$ cat src/rtl/hz_pkg.sv
// hz_pkg: shared types and constants for the hazard scoreboard
package hz_pkg;
    localparam int TNEW_W       = 4;
    localparam int TW_DEF       = 2;
    localparam logic [TW_DEF-1:0] T_UNUSED = '1;
    localparam int MULT_CYC_DEF = 5;
    localparam int DIV_CYC_DEF  = 10;
    localparam int STG_E        = 1;
    localparam int STG_M        = 2;
    localparam int STG_W        = 3;

    typedef struct packed {
        logic              wen;
        logic [4:0]        dst;
        logic [TNEW_W-1:0] tnew;
        logic              md_start;
    } hz_entry_t;

    function automatic int imax(input int a, input int b);
        return (a > b) ? a : b;
    endfunction

    function automatic logic [TNEW_W-1:0] tnew_dec(input logic [TNEW_W-1:0] t);
        return (t == '0) ? t : t - TNEW_W'(1);
    endfunction
endpackage

$ cat src/rtl/hz_md_counter.sv
// hz_md_counter: HI/LO busy countdown loaded when a mult/div occupies E
module hz_md_counter
    import hz_pkg::*;
#(
    parameter int MULT_CYC = MULT_CYC_DEF,
    parameter int DIV_CYC  = DIV_CYC_DEF
) (
    input  logic clk,
    input  logic reset_n,
    input  logic i_start,
    input  logic i_div,
    output logic o_busy
);
    localparam int CW = $clog2(imax(MULT_CYC, DIV_CYC) + 1);

    logic [CW-1:0] r_cnt;

    // Reload on a new mult/div in E, otherwise count down to zero and hold
    always_ff @(posedge clk or negedge reset_n) begin
        if (!reset_n)
            r_cnt <= '0;
        else if (i_start)
            r_cnt <= i_div ? CW'(DIV_CYC) : CW'(MULT_CYC);
        else if (r_cnt != '0)
            r_cnt <= r_cnt - CW'(1);
    end

    assign o_busy = (r_cnt != '0);
endmodule

$ cat src/rtl/hazard_scoreboard.sv
// hazard_scoreboard: D-stage stall/forward unit with an in-flight destination scoreboard and HI/LO busy tracking
module hazard_scoreboard
    import hz_pkg::*;
#(
    parameter int NSTAGE   = STG_W,
    parameter int TW       = TW_DEF,
    parameter int MULT_CYC = MULT_CYC_DEF,
    parameter int DIV_CYC  = DIV_CYC_DEF,
    parameter int SW       = $clog2(NSTAGE + 1)
) (
    input  logic          clk,
    input  logic          reset_n,
    input  logic [4:0]    d_rs,
    input  logic [4:0]    d_rt,
    input  logic [TW-1:0] d_t_use_rs,
    input  logic [TW-1:0] d_t_use_rt,
    input  logic [4:0]    d_dst,
    input  logic          d_wen,
    input  logic [TW-1:0] d_t_new,
    input  logic          d_md_start,
    input  logic          d_md_div,
    input  logic          d_md_use,
    output logic          stall,
    output logic [SW-1:0] fwd_rs_sel,
    output logic [SW-1:0] fwd_rt_sel,
    output logic          fwd_rs_late,
    output logic          fwd_rt_late,
    output logic          md_busy
);
    hz_entry_t r_sb  [1:NSTAGE];
    hz_entry_t w_nxt [1:NSTAGE];
    logic      r_div_e;

    logic [NSTAGE:1] w_hit_rs, w_hit_rt, w_slow_rs, w_slow_rt;
    logic            w_used_rs, w_used_rt, w_data_stall, w_md_stall;
    logic [SW-1:0]   w_rs_k, w_rt_k;
    logic            w_rs_any, w_rt_any, w_rs_rdy, w_rt_rdy;

    assign w_used_rs = (d_rs != 5'd0) && !(&d_t_use_rs);
    assign w_used_rt = (d_rt != 5'd0) && !(&d_t_use_rt);

    for (genvar k = 1; k <= NSTAGE; k++) begin : g_stage
        assign w_hit_rs[k]  = w_used_rs && r_sb[k].wen && (r_sb[k].dst == d_rs);
        assign w_hit_rt[k]  = w_used_rt && r_sb[k].wen && (r_sb[k].dst == d_rt);
        assign w_slow_rs[k] = w_hit_rs[k] && (r_sb[k].tnew > TNEW_W'(d_t_use_rs));
        assign w_slow_rt[k] = w_hit_rt[k] && (r_sb[k].tnew > TNEW_W'(d_t_use_rt));
        if (k == 1) begin : g_head
            assign w_nxt[k] = stall ? hz_entry_t'('0)
                                    : hz_entry_t'{wen: d_wen, dst: d_dst, tnew: TNEW_W'(d_t_new), md_start: d_md_start};
        end else begin : g_tail
            assign w_nxt[k] = hz_entry_t'{wen: r_sb[k-1].wen, dst: r_sb[k-1].dst,
                                          tnew: tnew_dec(r_sb[k-1].tnew), md_start: r_sb[k-1].md_start};
        end
    end

    // Shift the scoreboard one stage per cycle; a stalled D slot enters E as a bubble
    always_ff @(posedge clk or negedge reset_n) begin
        if (!reset_n) begin
            r_sb    <= '{default: '0};
            r_div_e <= 1'b0;
        end else begin
            r_sb    <= w_nxt;
            r_div_e <= !stall && d_md_start && d_md_div;
        end
    end

    // Youngest matching stage per operand; scanning oldest first lets the youngest overwrite
    always_comb begin
        w_rs_any = 1'b0;
        w_rs_k   = '0;
        w_rs_rdy = 1'b0;
        w_rt_any = 1'b0;
        w_rt_k   = '0;
        w_rt_rdy = 1'b0;
        for (int i = NSTAGE; i >= 1; i--) begin
            if (w_hit_rs[i]) begin
                w_rs_any = 1'b1;
                w_rs_k   = SW'(i);
                w_rs_rdy = (r_sb[i].tnew == '0);
            end
            if (w_hit_rt[i]) begin
                w_rt_any = 1'b1;
                w_rt_k   = SW'(i);
                w_rt_rdy = (r_sb[i].tnew == '0);
            end
        end
    end

    assign w_data_stall = |{w_slow_rs, w_slow_rt};
    assign w_md_stall   = d_md_use && (md_busy || r_sb[STG_E].md_start);
    assign stall        = w_data_stall || w_md_stall;

    assign fwd_rs_sel  = (w_rs_any && w_rs_rdy) ? w_rs_k : '0;
    assign fwd_rt_sel  = (w_rt_any && w_rt_rdy) ? w_rt_k : '0;
    assign fwd_rs_late = w_rs_any && !w_rs_rdy && !stall;
    assign fwd_rt_late = w_rt_any && !w_rt_rdy && !stall;

    hz_md_counter #(
        .MULT_CYC (MULT_CYC),
        .DIV_CYC  (DIV_CYC)
    ) u_md (
        .clk     (clk),
        .reset_n (reset_n),
        .i_start (r_sb[STG_E].md_start),
        .i_div   (r_div_e),
        .o_busy  (md_busy)
    );
endmodule

$ cat config.mk
export PLATFORM = sky130hd
export DESIGN_NAME = hazard_scoreboard
export DESIGN_NICKNAME = d
export VERILOG_FILES = /design/src/rtl/hz_pkg.sv /design/src/rtl/hz_md_counter.sv /design/src/rtl/hazard_scoreboard.sv
export SDC_FILE = /design/constraint.sdc
export NUM_CORES = 1
export LEC_CHECK = 0
export CAP_MARGIN = 20
export CELL_PAD_IN_SITES_DETAIL_PLACEMENT = 1
export CELL_PAD_IN_SITES_GLOBAL_PLACEMENT = 1
export CORE_AREA = 2 2 90 70
export DETAILED_ROUTE_END_ITERATION = 8
export DIE_AREA = 0 0 92 72
export GPL_TIMING_DRIVEN = 1
export PLACE_DENSITY_LB_ADDON = 0.1
export SYNTH_ARGS = -nofsm -noshare
export SYNTH_HDL_FRONTEND = slang
export SYNTH_HIERARCHICAL = 1
export SYNTH_SLANG_ARGS = --single-unit
$ cat constraint.sdc
create_clock -name clk -period 1.8 [get_ports clk]
set_input_delay 0.18 -clock clk [delete_from_list [all_inputs] [get_ports clk]]
set_output_delay 0.18 -clock clk [all_outputs]
set_load 0.05 [all_outputs]
**Yosys cells after proc, flatten, opt, wreduce, memory -nomap -nowiden**

Cells that the tools add are included.

- Bits in registers: 36
- Logic and storage cells: 99

- Multiplexer cells: 26
- Reductions and logical operators: 46
- Magnitude comparators: 6
- Equal/unequal tests: 6
- Add/subtract/negate cells: 3

Operator list:

| cell | count |
|---|---|
| $eq A5 B5 Y1 | 6 |
| $logic_and A1 B1 Y1 | 29 |
| $gt A4 B2 Y1 | 6 |
| $mux W4 | 5 |
| $mux W2 | 8 |
| $logic_not A4 Y1 | 3 |
| $mux W1 | 12 |
| $sub A4 B1 Y4 const B | 3 |
| $mux W11 | 1 |
| $reduce_bool A5 Y1 | 2 |
| $reduce_or A6 Y1 | 1 |
| $logic_not A1 Y1 | 5 |
| $reduce_and A2 Y1 | 2 |
| $reduce_bool A4 Y1 | 1 |
| $logic_or A1 B1 Y1 | 2 |
| $reduce_bool A2 Y1 | 1 |

**Longest topological paths before layout**

- Depth after elaboration: 11
- Gate-level depth with buffers: 8
- Depth with buffers taken out: 7

**Modules after synthesis**

Netlist, hierarchy kept.

By module, submodules not included:

| module | area each (sq um) | times used | cells an instance | sequential area each (sq um) |
|---|---|---|---|---|
| hazard_scoreboard | 1899.3 | 1 | 183 | 725.7 |
| hz_md_counter | 236.5 | 1 | 21 | 100.1 |

**Worst setup path before layout**

OpenSTA, ideal clock, no wires.

- Path type: reg-to-output
- Start: register u_md.r_cnt[0]
- End: output fwd_rt_late
- Buffers on the path: 0
- Required time: 1.620 ns
- Arrival: 3.307 ns
- Cell stages (with the launch flop): 8
- Slack: -1.687 ns
- Cell sequence: dfrtp_1 -> inv_1 -> ha_1 -> nor3b_4 -> inv_1 -> o21ai_0 -> o211ai_1 -> a2111oi_1

- Cells in the longest elaborated chain, start to end: 6

Ends and longest elaborated chain:

| what | RTL line | text |
|---|---|---|
| start, declared | hz_md_counter.sv:16 | `logic [CW-1:0] r_cnt;` |
| start signal, assigned | hz_md_counter.sv:23 | `r_cnt <= i_div ? CW'(DIV_CYC) : CW'(MULT_CYC);` |
| start signal, assigned | hz_md_counter.sv:25 | `r_cnt <= r_cnt - CW'(1);` |
| $reduce_bool A4 Y1 | hz_md_counter.sv:28 | `assign o_busy = (r_cnt != '0);` |
| via md_busy | hazard_scoreboard.sv:28 | `output logic md_busy` |
| $logic_or A1 B1 Y1 | hazard_scoreboard.sv:90 | `assign w_md_stall = d_md_use && (md_busy \|\| r_sb[STG_E].md_start);` |
| $logic_and A1 B1 Y1 | hazard_scoreboard.sv:90 |  |
| $logic_or A1 B1 Y1 | hazard_scoreboard.sv:91 | `assign stall = w_data_stall \|\| w_md_stall;` |
| $logic_not A1 Y1 | hazard_scoreboard.sv:96 | `assign fwd_rt_late = w_rt_any && !w_rt_rdy && !stall;` |
| $logic_and A1 B1 Y1 | hazard_scoreboard.sv:96 |  |
| end, declared | hazard_scoreboard.sv:27 | `output logic fwd_rt_late,` |

The timed path passes the listed nets, and every way through them passes these cells.

**Worst setup path in the final report**

- Start: register r_sb[2] (netlist bit)
- End: output fwd_rt_late

- Cells in the longest elaborated chain, start to end: 7
- Elaborated cells between the ends (all ways): 14
- Those cells by class: order compare (2); mux (3); reduce/logical (9)

Ends and longest elaborated chain:

| what | RTL line | text |
|---|---|---|
| start, declared | hazard_scoreboard.sv:30 | `hz_entry_t r_sb [1:NSTAGE];` |
| start signal, assigned | hazard_scoreboard.sv:62 | `r_sb <= w_nxt;` |
| parallel branches: the longest is 6 deep, another holds $gt A4 B2 Y1 | -- |  |
| $logic_and A1 B1 Y1 (*) | hazard_scoreboard.sv:96 |  |

Every way passes the cells marked *.

==> out/results.txt <==
RSZ-0062 raised after global routing: true
Max-Slew Margin vs Limit: 63.1%
total die area: 0.00662 mm2
CTS max path bufs: 2
Post-Syn Area per Cell: 10.5 um2
ANT nets after route: 0
max-cap viol count: 0
synth top area cells: dfrtp_1 (39%), xnor2_1 (11%), ha_1 (9.4%), nor4b_2 (6.3%), nand2_1 (3.5%)
Final setup viols: 17
fraction of layout cells with a size suffix above 1: 46.5%
worst skew pair latency: 300 ps
Worst Clk Skew: 3.46 ps
worst hold path type: in2async
#FFs+latches synth: 33
die width: 92 um
NumNets Final: 369
Req. time, crit path: 1620 ps
Final Routed Wirelength: 8570 um
Worst IR Drop VDD: 0.634 mV
Fmax achieved: 368 MHz
Buffers & Inverters on Critical Path: 1
clk sinks: 33
IO Count: 35
Syn Nets: 247
# DRC: 0
count of buffers from port buffering: 34
first-pass GRT wire length: 12200 um
CP Data Arrival Time: 2540 ps
max incr delay on CP: 470 ps
worst-margin pin slew: 548 ps
Hold WS: 293 ps
Post-Synth Adder-Cell Area: 9.37%
Leakage: 1.63 nW
Top Family by Delay on Critical Path: compound AO/OA/AOI/OAI gates
DR iter-0 viols: 87
FILL cells: 603
Die H: 72 um
critical path type: reg2out
Yosys Warn Count: 6
post-synthesis cell type count: 45
Post-Synthesis Cells: 204
Max FO, Critical Path: 4
CTS tree: done
Clock transition at path regs: 70 ps
average via count per standard cell: 5.19
FF+latch area: 826 um2
post-synth top area share: 38.7%
Multi-input gate area: 0.00155 mm2
failing checks: setup timing
area grow syn2layout: 75.2%
CTS buffer count: 5
endpoint class of the critical path: output pin
multiplexer area fraction after synthesis: 1.46%
CTS H-Tree Depth: 2
cell area power density: 781 mW/mm2
dominant cell type by area after synthesis: dfrtp_1
Initial Util: 37.4%
Final period util: 151%
post-route setup slack: -917 ps
GR Util All Layers: 24.5%
Slowest-stage cell, CP: a221o_2
sequential area share after synthesis: 38.7%
CORE AREA: 0.00571 mm2
Routed WL per cell: 21.2 um
post-detail-place hpwl: 5450 um
Fin. Hold Viols: 0
pin count of the biggest net entering global routing: 34
cell area after synthesis: 0.00214 mm2
Synth Area in Simple Gates: 23.3%
vias in the first global route: 2325
Cell Area, Placed: 0.00320 mm2
Final min period: 2720 ps
GPL Wtd Cong: 0.848
gr ovfl total: 0
largest family of logic cells by synthesized area: simple AND/OR/NAND/NOR gates
Max Slew Vio Count: 0
status: finished with violations
Synth Area in XOR/XNOR: 13.5%
antenna violations before repair: 0
Synth Area in Compound Gates: 10.3%
final instance area: 0.00374 mm2
detailed-route via count: 2100
placement row count: 24
drt pass-1 iters: 4
startpoint types: flip-flop
crit path cell chain: ha_1 -> nor2b_1 -> o21ai_1 -> nand2_1 -> a221o_2 -> a2111oi_4 -> clkbuf_16
clk root buf: clkbuf_8
diode count: 0
==> Yosys cell counts <==
cell	count
a2111o_1	1
a2111oi_1	1
a2111oi_2	1
a211o_1	2
a21boi_0	1
a21o_1	1
a21oi_1	5
a221o_1	1
a31oi_1	2
and2_1	1
and4b_1	1
buf_2	1
buf_4	1
buf_6	1
conb_1	1
dfrtp_1	33
ha_1	16
inv_1	12
mux2_1	1
mux2i_1	2
nand2_1	20
nand2b_1	2
nand3_1	2
nand4_1	5
nor2_1	8
nor2_4	1
nor2b_1	5
nor3_1	5
nor3b_4	1
nor4_1	3
nor4_2	2
nor4b_2	9
o211ai_1	2
o21a_1	3
o21ai_0	6
o21ai_1	1
o21ai_2	1
o31ai_1	3
or2_2	1
or3_1	1
or4_1	3
or4_4	1
or4b_1	1
xnor2_1	28
xor2_1	5
==> cell families after synthesis <==
kind of cell	count (synthesis)
XOR/XNOR	33
AO/OA/AOI/OAI	31
multiplexers	3
adder cells (fa/ha/maj)	16
AND/OR/NAND/NOR	72
buffers and inverters	15
flip-flops	33
other	1
==> cell type report <==
class	count	area share, %
Clock inverter	3	0.468
Timing Repair Buffer	118	30.3
Inverter	12	1.27
Multi-Input combinational cell	156	41.5
Clock buffer	5	1.84
Tap cell	78	2.61
Sequential cell	33	22.1
==> worst paths after layout <==
path | cells past startpoint | end | slack [ps] | start
worst max-delay path | 7 | fwd_rt_late | -920 | r_sb[2]
min in group clk | 2 | r_sb[23] | 450 | d_t_new[0]
max in group asynchronous | 2 | r_sb[29] | 1200 | reset_n
worst min register to register | 1 | r_sb[4] | 510 | r_sb[12]
worst min-delay path | 2 | r_sb[13] | 290 | reset_n
worst max register to register | 12 | r_sb[22] | -660 | u_md/r_cnt[1]
==> through the flow <==
step                total power, mW  utilization (%)  TNS (ps)  instances  setup slack (ps)
floorplan                      1.52                -     -5220        204              -608
global placement               2.02             56.2    -11900        381              -944
detailed placement             2.07             56.2    -12380        381              -950
CTS                            2.75             62.5     -7620        399              -877
global route                   3.06             65.6    -12220        405             -1030
finish                         2.92             65.6    -10570        405              -917
==> power breakdown <==
part	switching, mW	total (mW)	internal (mW)
logic	0.633	1.35	0.716
registers	0.132	0.997	0.865
clock network	0.312	0.578	0.267
==> flip-flops by register name (all words and copies together) (netlist names) <==
name	flops
r_sb	28
u_md/r_cnt	4
r_div_e	1
==> cells in the final DEF (no fill, tap or decap), drive strengths merged, types with 6 or more instances in the layout <==
cell           instances
clkdlybuf4s50         15
dlygate4sd2            8
buf                   91
xnor2                 28
dfrtp                 33
o21ai                  8
ha                    16
inv                   12
nand2                 20
clkbuf                 6
nor4b                  9
nor2                   9
==> metal layers <==
layer / track usage (%) / part of all wire (%)
met5: 0 / 0
met4: 5.97 / 1.2
met3: 4.36 / 4.0
met2: 43.2 / 52
met1: 31.6 / 43
==> repair_timing <==
item	4_1_cts	5_1_grt
hold buffers	0	0
gates resized for setup	56	24
setup endpoints to repair	17	18
pin swaps	23	18
setup buffers	10	7
gates cloned	2	0
Note: power is estimated with default switching activity, not from simulation.
